`config.mk`:
```
export PLATFORM = sky130hd
export DESIGN_NAME = serial_tx_fifo
export DESIGN_NICKNAME = d
export VERILOG_FILES = /design/src/rtl/serial_tx_fifo.sv
export SDC_FILE = /design/constraint.sdc
export NUM_CORES = 1
export LEC_CHECK = 0
export CAP_MARGIN = 20
export CORE_MARGIN = 2
export CORE_UTILIZATION = 50
export CTS_CLUSTER_SIZE = 16
export DETAILED_ROUTE_END_ITERATION = 7
export GPL_TIMING_DRIVEN = 0
export PLACE_DENSITY = 0.75
export SETUP_SLACK_MARGIN = 0.3
export SLEW_MARGIN = 5
export SYNTH_ARGS = -nofsm -noshare
export SYNTH_HDL_FRONTEND = slang
export SYNTH_SLANG_ARGS = --single-unit
```
`constraint.sdc`:
```
create_clock -name clk115 -period 2.9 [get_ports clk115]
set_input_delay 0.435 -clock clk115 [delete_from_list [all_inputs] [get_ports clk115]]
set_output_delay 0.435 -clock clk115 [all_outputs]
set_load 0.02 [all_outputs]
```
`src/rtl/serial_tx_fifo.sv`:
```
// Buffered UART transmitter: byte FIFO feeding an 8N1/8N2 shifter, one clk115 cycle per bit.
// Define SERIAL_TX_FIFO_PARITY_EN to insert an even-parity bit between the data and stop bits.
module serial_tx_fifo #(
   parameter int DEPTH_LOG2 = 4,
   parameter int STOP_BITS  = 1
) (
   input  logic                  clk115,
   input  logic                  reset,
   input  logic [7:0]            wr_data,
   input  logic                  wr_en,
   output logic                  full,
   output logic [DEPTH_LOG2:0]   count,
   output logic                  overflow,
   output logic                  busy,
   output logic                  tx,
   output logic                  end_of_send
);

   localparam int DEPTH = 1 << DEPTH_LOG2;

`ifdef SERIAL_TX_FIFO_PARITY_EN
   typedef enum logic [2:0] {IDLE, START, DATA, PARITY, STOP} state_t;
   logic parity_bit;
`else
   typedef enum logic [2:0] {IDLE, START, DATA, STOP} state_t;
`endif

   state_t state;

   logic [7:0]            mem [DEPTH];
   logic [DEPTH_LOG2-1:0] wr_ptr;
   logic [DEPTH_LOG2-1:0] rd_ptr;
   logic [DEPTH_LOG2:0]   count_next;
   logic [7:0]            shift_reg;
   logic [2:0]            bit_cnt;
   logic                  stop_cnt;
   logic                  push;
   logic                  pop;
   logic                  last_stop;

   // A byte leaves the FIFO exactly when a START begins: from IDLE or straight out of the last stop bit.
   assign last_stop = (state == STOP) && (stop_cnt == 1'(STOP_BITS - 1));
   assign pop       = ((state == IDLE) || last_stop) && (count != '0);
   assign push      = wr_en && !full;
   assign busy      = (state != IDLE) || (count != '0);

   always_comb begin
      count_next = count;
      if (push && !pop)
         count_next = count + 1'b1;
      else if (!push && pop)
         count_next = count - 1'b1;
   end

   always_ff @(posedge clk115) begin
      if (push)
         mem[wr_ptr] <= wr_data;
   end

   always_ff @(posedge clk115) begin
      if (reset) begin
         wr_ptr   <= '0;
         rd_ptr   <= '0;
         count    <= '0;
         full     <= 1'b0;
         overflow <= 1'b0;
      end else begin
         if (push)
            wr_ptr <= wr_ptr + 1'b1;
         if (pop)
            rd_ptr <= rd_ptr + 1'b1;
         count <= count_next;
         full  <= (count_next == (DEPTH_LOG2 + 1)'(DEPTH));
         // A write against a full FIFO is lost even if a pop frees a slot on the same edge.
         if (wr_en && full)
            overflow <= 1'b1;
      end
   end

   always_ff @(posedge clk115) begin
      if (reset) begin
         state       <= IDLE;
         tx          <= 1'b1;
         end_of_send <= 1'b0;
         shift_reg   <= '0;
         bit_cnt     <= '0;
         stop_cnt    <= 1'b0;
`ifdef SERIAL_TX_FIFO_PARITY_EN
         parity_bit  <= 1'b0;
`endif
      end else begin
         end_of_send <= 1'b0;
         case (state)
            IDLE: begin
               tx <= 1'b1;
            end
            START: begin
               state     <= DATA;
               tx        <= shift_reg[0];
               shift_reg <= {1'b0, shift_reg[7:1]};
               bit_cnt   <= '0;
            end
            DATA: begin
               if (bit_cnt == 3'd7) begin
`ifdef SERIAL_TX_FIFO_PARITY_EN
                  state <= PARITY;
                  tx    <= parity_bit;
`else
                  state       <= STOP;
                  tx          <= 1'b1;
                  stop_cnt    <= 1'b0;
                  end_of_send <= (STOP_BITS == 1);
`endif
               end else begin
                  tx        <= shift_reg[0];
                  shift_reg <= {1'b0, shift_reg[7:1]};
                  bit_cnt   <= bit_cnt + 3'd1;
               end
            end
`ifdef SERIAL_TX_FIFO_PARITY_EN
            PARITY: begin
               state       <= STOP;
               tx          <= 1'b1;
               stop_cnt    <= 1'b0;
               end_of_send <= (STOP_BITS == 1);
            end
`endif
            STOP: begin
               tx <= 1'b1;
               if (last_stop) begin
                  state <= IDLE;
               end else begin
                  stop_cnt    <= 1'b1;
                  end_of_send <= 1'b1;
               end
            end
            default: begin
               state <= IDLE;
               tx    <= 1'b1;
            end
         endcase
         // Loading the next byte overrides the IDLE/STOP defaults so frames run back to back.
         if (pop) begin
            state     <= START;
            tx        <= 1'b0;
            shift_reg <= mem[rd_ptr];
`ifdef SERIAL_TX_FIFO_PARITY_EN
            parity_bit <= ^mem[rd_ptr];
`endif
         end
      end
   end

endmodule

```
==> summary.md, run 1 <==
| Metric | Value |
|---|---|
| Status | completed |
| RSZ-0062 raised after global routing | no |
| Switching Fraction | 0.270 |
| Worst vdd ir | 0.000428 V |
| Grt met2 use | 0.313 |
| Vias in the first global route | 3525 |
| Final Cell Area | 7710 sq um |
| Pint | 0.00478 W |
| Global placer's final weighted congestion | 0.817 |
| Hpwl dp | 8.10 mm |
| Critical path required time | 2.47 ns |
| Non-filler instance count after layout | 628 |
| Total negative slack | 0 ns |
| Yosys warns | 0 |
| Worst-skew pair later-pin latency | 0.43 ns |
| Slowest CP cell | clkdlybuf4s50_1 |
| Async S/R FF share, synth | 0 |
| Crit path DAT | 2.03 ns |
| Die boundary width | 119 um |
| Initial drt markers | 191 |
| CORE AREA | 12800 sq um |
| Max_cap viols | 0 |
| Post-synthesis simple-gate area fraction | 0.0599 |
| Clk sinks | 163 |
| Yosys top cell area share | 0.582 |
| I/O pin count | 21 |
| Post-synth EDFFs | 128 |
| Sequential share of the synthesized area | 0.688 |
| Routing usage on met1 | 0.246 |
| Number of flip-flops in the largest register | 128 |
| Max Clk Rate | 406 MHz |
| Max Clock Skew | 0.0105 ns |
| Relative slew slack | 0.462 |
| CTS buffer count | 17 |
| Tcrit/Tclk final | 0.850 |
| Main area contributors after synthesis | edfxtp_1 58%, dfxtp_1 11%, mux4_2 11%, mux2_2 2.6%, ha_1 2.5% |
| Cts hold-fix bufs | 0 |
| CP peak stage delay | 0.59 ns |
| Routed WL | 12.4 mm |
| Antenna violations before repair | 0 |
| Worst r2r path cells | 4 |
| FF+latch count, synth | 163 |
| Tightest hold margin | 0.367 ns |
| Synth top cells by count | 128 x edfxtp_1, 35 x dfxtp_1, 34 x nor2_1 |
| Number of port buffers | 19 |
| Most frequent cell after synthesis | edfxtp_1 |
| Chip height | 119 um |
| Clock root buffer master | clkbuf_16 |
| Slew Viols, Final | 0 |
| Compound-cell area share of the yosys netlist | 0.0480 |
| Grt ovf | 0 |
| Hold path cells | 2 |
| Final setup vio count | 0 |
| Fin. Hold Viols | 0 |
| Layout cell share with drive strength beyond 1 | 0.226 |
| Worst-path fanout max | 9 |
| Total iterations of the first detailed-routing run | 4 |
| Mux contribution to synthesized area | 0.148 |
| Synth Area in Adders | 0.0246 |
| Synth unique cells | 43 |
| Leading area contributor after synthesis | edfxtp_1 |
| Post-DR wirelength/cell | 19.8 um |
| Hold Path End | count[1]$_SDFF_PP0_ |
| Avg Inst Size Synth | 16.4 sq um |
| Critical path, cell by cell | inv_1 > ha_1 > nor3b_1 > nand2_1 > clkdlybuf4s50_1 |
| HP Start | reset |
| Switching power | 0.00177 W |
| Synth Flop Type | edfxtp_1 |
| Global route hottest layer | met2 |
| Post-Synthesis Cell Area | 6600 sq um |
| CTS tree | built |
| Power Density | 850 nW/um^2 |
| Total Nets Final | 467 |
| Met3 usage | 0.0417 |
| Main combinational cell family by area after synthesis | multiplexers |
| WS Path Type | reg2out |
| Layout area overhead | 16.8% |
| Lkg Pwr | 2.50 nW |
| Max H-tree Level | 4 |
| Clk buf depth | 2 |
| Gr usage total | 0.189 |
| # rows | 41 |
| Post-synth net total | 426 |
| Clock transition at path regs | 0.06 ns |
| Critical path's top delay family | buffers and inverters |
| Largest net degree at the start of global routing | 17 |
| Final ANT Viol Nets | 0 |
| WP buf/inv | 2 |
| Critical path launch point type | flop |
| Ant diodes | 0 |
| Clock Power Share | 0.354 |
| Post-Synth XOR/XNOR Area | 0.0106 |
| DIE AREA | 14100 sq um |
| Tmin final | 2.46 ns |
| Mapped Cells | 402 |
| Type of the worst min-delay path | in2reg |
| DRC viols | 0 |
| Crit. End Element | primary output |
| Initial Util | 0.517 |
| Final Power | 0.00655 W |
| Placed inst area | 7030 sq um |
| Worst R2R Setup Slack | 0.75 ns |
| Reg2reg end | mem[11][3]$_DFFE_PP_ |
| R2R Path Start | full$_SDFF_PP0_ |
| Vias per cell | 5.62 |
| Placed cells | 595 |
| First-pass GRT wire length | 19.5 mm |
| Comb pwr share | 0.227 |
| Routed vias | 3529 |
| Reg power frac | 0.419 |
| Slew @ Worst Pin | 0.801 ns |
==> power by group through the flow <==
stage          registers, W  logic [W]  clock network (W)
4_1_cts             0.00275    0.00150            0.00234
3_5_place_dp        0.00279    0.00149                  0
6_report            0.00275    0.00149            0.00232
3_3_place_gp        0.00279    0.00145                  0
5_1_grt             0.00276    0.00164            0.00243
2_1_floorplan       0.00280    0.00109                  0
==> kinds of logic (layout without fill, tap and decap cells) <==
| family | Yosys count | after routing |
|---|---|---|
| fa+ha+maj | 13 | 13 |
| buf+inv | 30 | 84 |
| compound gates | 47 | 47 |
| mux | 57 | 57 |
| xor+xnor | 8 | 8 |
| simple gates | 84 | 84 |
| flops | 163 | 163 |
==> repair_timing <==
| action | CTS | global route |
|---|---|---|
| endpoints found under the setup margin | 48 | 122 |
| buffers inserted | 0 | 1 |
| pin swaps | 0 | 1 |
| resized for setup | 2 | 13 |
==> final cells by class <==
type | instances | area (sq um)
buffer | 20 | 98.8
tap | 172 | 215
fill | 936 | 5060
inverter | 10 | 37.5
timing repair buffer | 22 | 220
clock inverter | 15 | 188
clock buffer | 17 | 425
sequential | 163 | 4540
multi-input combinational | 209 | 1980
==> worst max-delay path by stage <==
| stage | end | cells past startpoint | startpoint |
|---|---|---|---|
| floorplan | mem[3][0]$_DFFE_PP_ | 4 | wr_en |
| global placement | mem[3][2]$_DFFE_PP_ | 5 | wr_en |
| detailed placement | mem[7][2]$_DFFE_PP_ | 5 | wr_en |
| CTS | mem[15][7]$_DFFE_PP_ | 5 | wr_en |
| global route | mem[5][3]$_DFFE_PP_ | 5 | wr_en |
| finish | busy | 5 | count[0]$_SDFF_PP0_ |
==> through the flow <==
| stage | utilization | setup WS [ns] |
|---|---|---|
| after floorplan | - | 0.745 |
| after global placement | 0.549 | -0.581 |
| after detailed placement | 0.550 | -0.245 |
| after CTS | 0.599 | 0.203 |
| after global routing | 0.604 | 0.348 |
| final | 0.604 | 0.435 |
==> metal layers <==
layer	share of wire	routed length, um
met4	0.020	244
met3	0.031	390
met5	0	0
met1	0.45	5550
met2	0.50	6230
==> cells in the final DEF, fill, tap and decap left out, types with 7 or more instances in the layout <==
cell | synthesis | layout
dfxtp_1 | 35 | 35
nor3_1 | 10 | 8
a21oi_1 | 12 | 12
nor2_1 | 34 | 27
mux2i_1 | 11 | 11
buf_2 | 6 | 8
inv_1 | 10 | 10
nand2_1 | 18 | 18
mux2_2 | 15 | 15
edfxtp_1 | 128 | 128
o22ai_1 | 7 | 7
ha_1 | 13 | 13
clkdlybuf4s50_1 | 0 | 19
clkbuf_1 | 9 | 8
a211oi_1 | 8 | 8
clkbuf_16 | 0 | 17
mux4_2 | 31 | 31
==> worst reg2reg max path: cells and delay by family (launching register included) <==
| kind | cells | cell delay (ns) |
|---|---|---|
| buffers and inverters | 1 | 0.31 |
| DFF | 1 | 0.33 |
| and+or+nand+nor | 3 | 1.14 |
Power figures use the tool's default switching activity.
==> inputs of run 2 (changes only) <==
--- a/config.mk
+++ b/config.mk
@@ -11,7 +11,7 @@
 export CTS_CLUSTER_SIZE = 16
 export DETAILED_ROUTE_END_ITERATION = 7
 export GPL_TIMING_DRIVEN = 0
-export PLACE_DENSITY = 0.75
+export PLACE_DENSITY = 0.78
 export SETUP_SLACK_MARGIN = 0.3
 export SLEW_MARGIN = 5
 export SYNTH_ARGS = -nofsm -noshare
==> constraint.sdc (replaced) <==
create_clock -name clk115 -period 2.05 [get_ports clk115]
set_input_delay 0.3075 -clock clk115 [delete_from_list [all_inputs] [get_ports clk115]]
set_output_delay 0.3075 -clock clk115 [all_outputs]
set_load 0.02 [all_outputs]
==> run 2 against run 1 <==
  * Utilization grew 7.3 points
  * First-iteration DRC count grew 110%
  * Die area is the same
  * Wire length grew 23%
  * Sequential power grew 42%
  * Register-to-register slack lost 0.57 ns
  * Via count grew 9.2%
  * Final area grew 12%
==> summary.md, run 2 (synthesis results as in run 1) <==
| Metric | Value |
|---|---|
| Max Clk Rate | 535 MHz |
| Vias in the first global route | 3911 (+11%) |
| Power Density | 1260 nW/um^2 (+49%) |
| Die boundary width | 119 um (unchanged) |
| Hold path cells | 2 (unchanged) |
| Critical path, cell by cell | buf_12 > buf_12 > mux4_2 > mux2_2 > o22ai_4 > a211oi_2 |
| Worst r2r path cells | 6 (+2) |
| Number of port buffers | 19 (unchanged) |
| Routed vias | 3852 (+9.2%) |
| CORE AREA | 12800 sq um (unchanged) |
| Comb pwr share | 0.349 (+0.122) |
| Tmin final | 1.87 ns |
| CTS buffer count | 17 (unchanged) |
| Tightest hold margin | 0.254 ns (-0.113 ns) |
| Final setup vio count | 0 (unchanged) |
| DIE AREA | 14100 sq um (unchanged) |
| Pre-CTS setup slack | -0.852 ns (-0.607 ns) |
| Slew @ Worst Pin | 0.654 ns (-0.147 ns) |
| Global placer's final weighted congestion | 0.809 (-0.94%) |
| Clk sinks | 163 (unchanged) |
| Final ANT Viol Nets | 0 (unchanged) |
| Slowest CP cell | mux4_2 |
| Max_cap viols | 0 (unchanged) |
| Final WS setup | 0.181 ns (-0.254 ns) |
| Clock transition at path regs | 0.07 ns (about the same) |
| Clock root buffer master | clkbuf_16 |
| Critical Path Most Common Cell | buf_12 |
| Vias per cell | 5.88 (+4.7%) |
| Critical path required time | 2.32 ns (-0.15 ns) |
| Routed WL | 15.3 mm (+23%) |
| Worst vdd ir | 0.000727 V (+70%) |
| Number of flip-flops in the largest register | 128 (unchanged) |
| Critical path's top delay family | multiplexers |
| Switching power | 0.00323 W (+82%) |
| Worst-skew pair later-pin latency | 0.43 ns (about the same) |
| Clock Power Share | 0.294 (-0.060) |
| Switching Fraction | 0.296 (+0.0256) |
| I/O pin count | 21 (unchanged) |
| Clk buf depth | 2 (unchanged) |
| CTS tree | built |
| Tcrit/Tclk final | 0.912 |
| Type of the worst min-delay path | in2reg |
| Relative slew slack | 0.562 (+0.100) |
| RSZ-0062 raised after global routing | yes |
| DRC viols | 0 (unchanged) |
| Initial Util | 0.517 (unchanged) |
| Commonest non-fill, non-tap cells in the layout | 128 x edfxtp_1, 31 x mux4_2, 29 x dfxtp_1, 21 x nor2_1 |
| Largest net degree at the start of global routing | 17 (unchanged) |
| Fin. Hold Viols | 0 (unchanged) |
| Final Power | 0.0109 W (+67%) |
| Initial drt markers | 405 (+110%) |
| Worst-path fanout max | 8 (-1) |
| WP buf/inv | 2 (unchanged) |
| Layout area overhead | 30.9% |
| Hold Path End | count[1]$_SDFF_PP0_ |
| Most common cell after layout, fill and taps aside | edfxtp_1 |
| Total iterations of the first detailed-routing run | 5 (+1) |
| Max Clock Skew | 0.00998 ns (-0.000491 ns) |
| Gr usage total | 0.216 (+0.0263) |
| Reg power frac | 0.358 (-0.061) |
| Hpwl dp | 8.27 mm (+2.1%) |
| Final Core Density | 0.676 (+0.0727) |
| Worst R2R Setup Slack | 0.18 ns (-0.57 ns) |
| Reg2reg end | shift_reg[4]$_SDFFE_PP0P_ |
| Grt ovf | 0 (unchanged) |
| Filler cells | 813 (-13%) |
| CP peak stage delay | 0.52 ns (-0.07 ns) |
| Crit. End Element | flop |
| First-pass GRT wire length | 22.2 mm (+14%) |
| Slew Viols, Final | 0 (unchanged) |
| # rows | 41 (unchanged) |
| Max H-tree Level | 4 (unchanged) |
| Post-DR wirelength/cell | 23.4 um (+18%) |
| Total Nets Final | 494 (+5.8%) |
| Crit path DAT | 2.14 ns (+0.11 ns) |
| Lkg Pwr | 2.93 nW (+17%) |
| Status | completed |
| Ant diodes | 0 (unchanged) |
| Antenna violations before repair | 0 (unchanged) |
| Layout cell share with drive strength beyond 1 | 0.393 (+0.167) |
| Critical path launch point type | flop |
| Chip height | 119 um (unchanged) |
| Cts hold-fix bufs | 0 (unchanged) |
| WS Path Type | reg2reg |
| Pint | 0.00769 W (+61%) |
| Sequential Area | 4560 sq um (+0.28%) |
| Area of the multi-input gates | 2430 sq um (+22%) |
| HP Start | reset |
[run 2: changes by cell type in the layout (fill, tap and decap cells not counted), moves of 7 or more]
cell / delta
nor2_4: +8
mux2_4: +9
buf_4: +17
mux2_2: -9
buf_12: +12
o22ai_1: -7
clkdlybuf4s50_1: -7
[run 2: how the worst max path moves through the flow]
stage	startpoint	depth (start not counted)	end
detailed placement	wr_en	5	mem[6][1]$_DFFE_PP_
finish	flop	6	shift_reg[4]$_SDFFE_PP0P_
global route	flop	6	shift_reg[4]$_SDFFE_PP0P_
global placement	wr_en	5	mem[8][1]$_DFFE_PP_
CTS	count[0]$_SDFF_PP0_	8	full$_SDFF_PP0_
floorplan	full$_SDFF_PP0_	4	mem[12][0]$_DFFE_PP_
[run 2: metal layers]
layer | global-route usage | wire length [um] | vias up | share of wire
met4 | 0.0655 | 223 | 0 | 0.015
li1 | - | - | 1703 | -
met3 | 0.0656 | 905 | 18 | 0.059
met5 | 0 | 0 | - | 0
met1 | 0.262 | 5960 | 1995 | 0.39
met2 | 0.371 | 8240 | 136 | 0.54
[run 2: what timing repair did]
action,in CTS,in global routing
pin swaps,17,18
cloned,2,2
resized for setup,97,47
endpoints found under the setup margin,154,130
setup buffers,14,12
[run 2: power groups by stage]
stage	registers, W	logic, W	clock network [W]
after floorplan	0.00398	0.00162	0
after global placement	0.00395	0.00217	0
after detailed placement	0.00396	0.00223	0
after CTS	0.00388	0.00307	0.00320
after global routing	0.00392	0.00405	0.00337
final	0.00390	0.00381	0.00320
[run 2: area by class of cell]
cell class | instances | share of cell area
flip-flops and latches | 163 | 0.527
multi-input cells | 209 | 0.281
repair buffers | 49 | 0.0689
clock buffers | 19 | 0.0501
plain buffers | 20 | 0.0251
well taps | 172 | 0.0249
clock inverters | 13 | 0.0182
inverters | 10 | 0.00434
[run 2: stage by stage]
step	cell area, sq um	cells	TNS (ns)
after global placement	7090	593	-76.84
final	8640	655	0
after detailed placement	7090	593	-89.76
after CTS	8270	641	0
after floorplan	6690	402	0
after global routing	8640	655	0
==> inputs of run 3 (changes only) <==
--- a/config.mk
+++ b/config.mk
@@ -13,7 +13,7 @@
 export GPL_TIMING_DRIVEN = 0
 export PLACE_DENSITY = 0.78
 export SETUP_SLACK_MARGIN = 0.3
-export SLEW_MARGIN = 5
+export SLEW_MARGIN = 10
 export SYNTH_ARGS = -nofsm -noshare
 export SYNTH_HDL_FRONTEND = slang
 export SYNTH_SLANG_ARGS = --single-unit
==> results of run 3 <==
No change in the layout: final DEF, timing and power equal those of run 2.
==> patch, RTL diff (settings of run 2) <==
`DEPTH_LOG2`: 4 -> 5.
--- a/src/rtl/serial_tx_fifo.sv
+++ b/src/rtl/serial_tx_fifo.sv
@@ -2,5 +2,5 @@
 // Define SERIAL_TX_FIFO_PARITY_EN to insert an even-parity bit between the data and stop bits.
 module serial_tx_fifo #(
-   parameter int DEPTH_LOG2 = 4,
+   parameter int DEPTH_LOG2 = 5,
    parameter int STOP_BITS  = 1
 ) (
Ports: changed (resized count); port bits go from 21 to 22. No check against the original RTL was run, so the function may have changed too.
==> patch against run 2 <==
The flow now finishes with violations (setup timing); area after synthesis grew 79%; fmax shrank 12%; count of clock-buffer cells in the layout grew 20; design area grew 76%; setup slack lost 0.26 ns; routed wire length grew 93%; worst hold slack gained 0.078 ns; synthesized cell count grew 77%; global-route usage grew 1.2 points; sequential power grew 79%; power grew 60%; sequential cell count grew 132; clock skew grew 0.0069 ns; critical path type unchanged.
==> patch: results <==
export IMPL_numSequentialCells=295
export IMPL_gp_congestion=0.839
export IMPL_layout_nonclk_buf_share_pct=8.89
export IMPL_power_share_sequential_pct=39.9
export IMPL_p_leak_nw=4.85
export IMPL_finalWorstSetupSlack_ns=-0.0799
export IMPL_grt_pass1_wl_um=41800
export IMPL_synth_fp_nets=738
export IMPL_yosysUniqueCellTypes=54
export IMPL_yosysSeqAreaShare_pct=71.5
export IMPL_finalNonFillerCells=1164
export IMPL_vdd_ir_drop_max_v=0.000682
export IMPL_synthesis_instances=713
export IMPL_power_clock_w=0.00513
export IMPL_drive_gt1_share_pct=37.4
export IMPL_signal_buffers=116
export IMPL_multi_input_area_share_pct=26.3
export IMPL_power_frac_clock_pct=29.3
export IMPL_muxShareOfSynthArea_pct=12.8
export IMPL_numPortBuffers=21
export IMPL_synth_edf_count=256
export IMPL_place_inst=1055
export IMPL_synth_compound_area_share_pct=5.49
export IMPL_synth_adder_area_share_pct=1.48
export IMPL_initialDrtViolationCount=915
export IMPL_htree_levels=1
export IMPL_status="finished, violations left"
export IMPL_cts_made_buffers=29
export IMPL_crit_family="buffers and inverters"
export IMPL_cp_data_arrival_time_ns=2.57
export IMPL_num_vias=7107
export IMPL_clkbuf_count=39
export IMPL_clockBufferDepth=3
export IMPL_violations="setup timing"
export IMPL_holdWs_ns=0.332
export IMPL_yosys_area_share_xor_xnor_pct=0.813
export IMPL_setup_viol=4
export IMPL_placed_area_mm2=0.0126
export IMPL_setup_tns_ns=-0.147
export IMPL_track_usage_pct=22.8
export IMPL_hold_start="wr_data[0]"
export IMPL_routed_wirelength_um=29500
patch: cell types whose count changed after synthesis, moves of 5 or more:
cell / run 2 / this run
a21oi_1: 12 / 24
buf_2: 6 / 16
clkbuf_1: 9 / 14
edfxtp_1: 128 / 256
mux2_2: 15 / 5
mux2i_1: 11 / 49
mux4_2: 31 / 43
nand2_1: 18 / 34
nor2_1: 34 / 67
o21ai_0: 5 / 18
o221ai_1: 1 / 7
or3_1: 0 / 7
patch: what timing repair did:
action | 4_1_cts | 5_1_grt
setup endpoints to repair | 292 | 186
pin swaps | 42 | 17
buffers inserted | 32 | 17
gates resized for setup | 213 | 59
gates cloned | 0 | 1
patch: metal layers:
metal | global-route usage [%] | up-vias | part of all wire [%]
li1 | - | 3019 | -
met1 | 30.9 | 3562 | 39
met2 | 37.1 | 435 | 48
met3 | 4.19 | 91 | 9.0
met4 | 8.70 | 0 | 4.1
met5 | 0 | - | 0
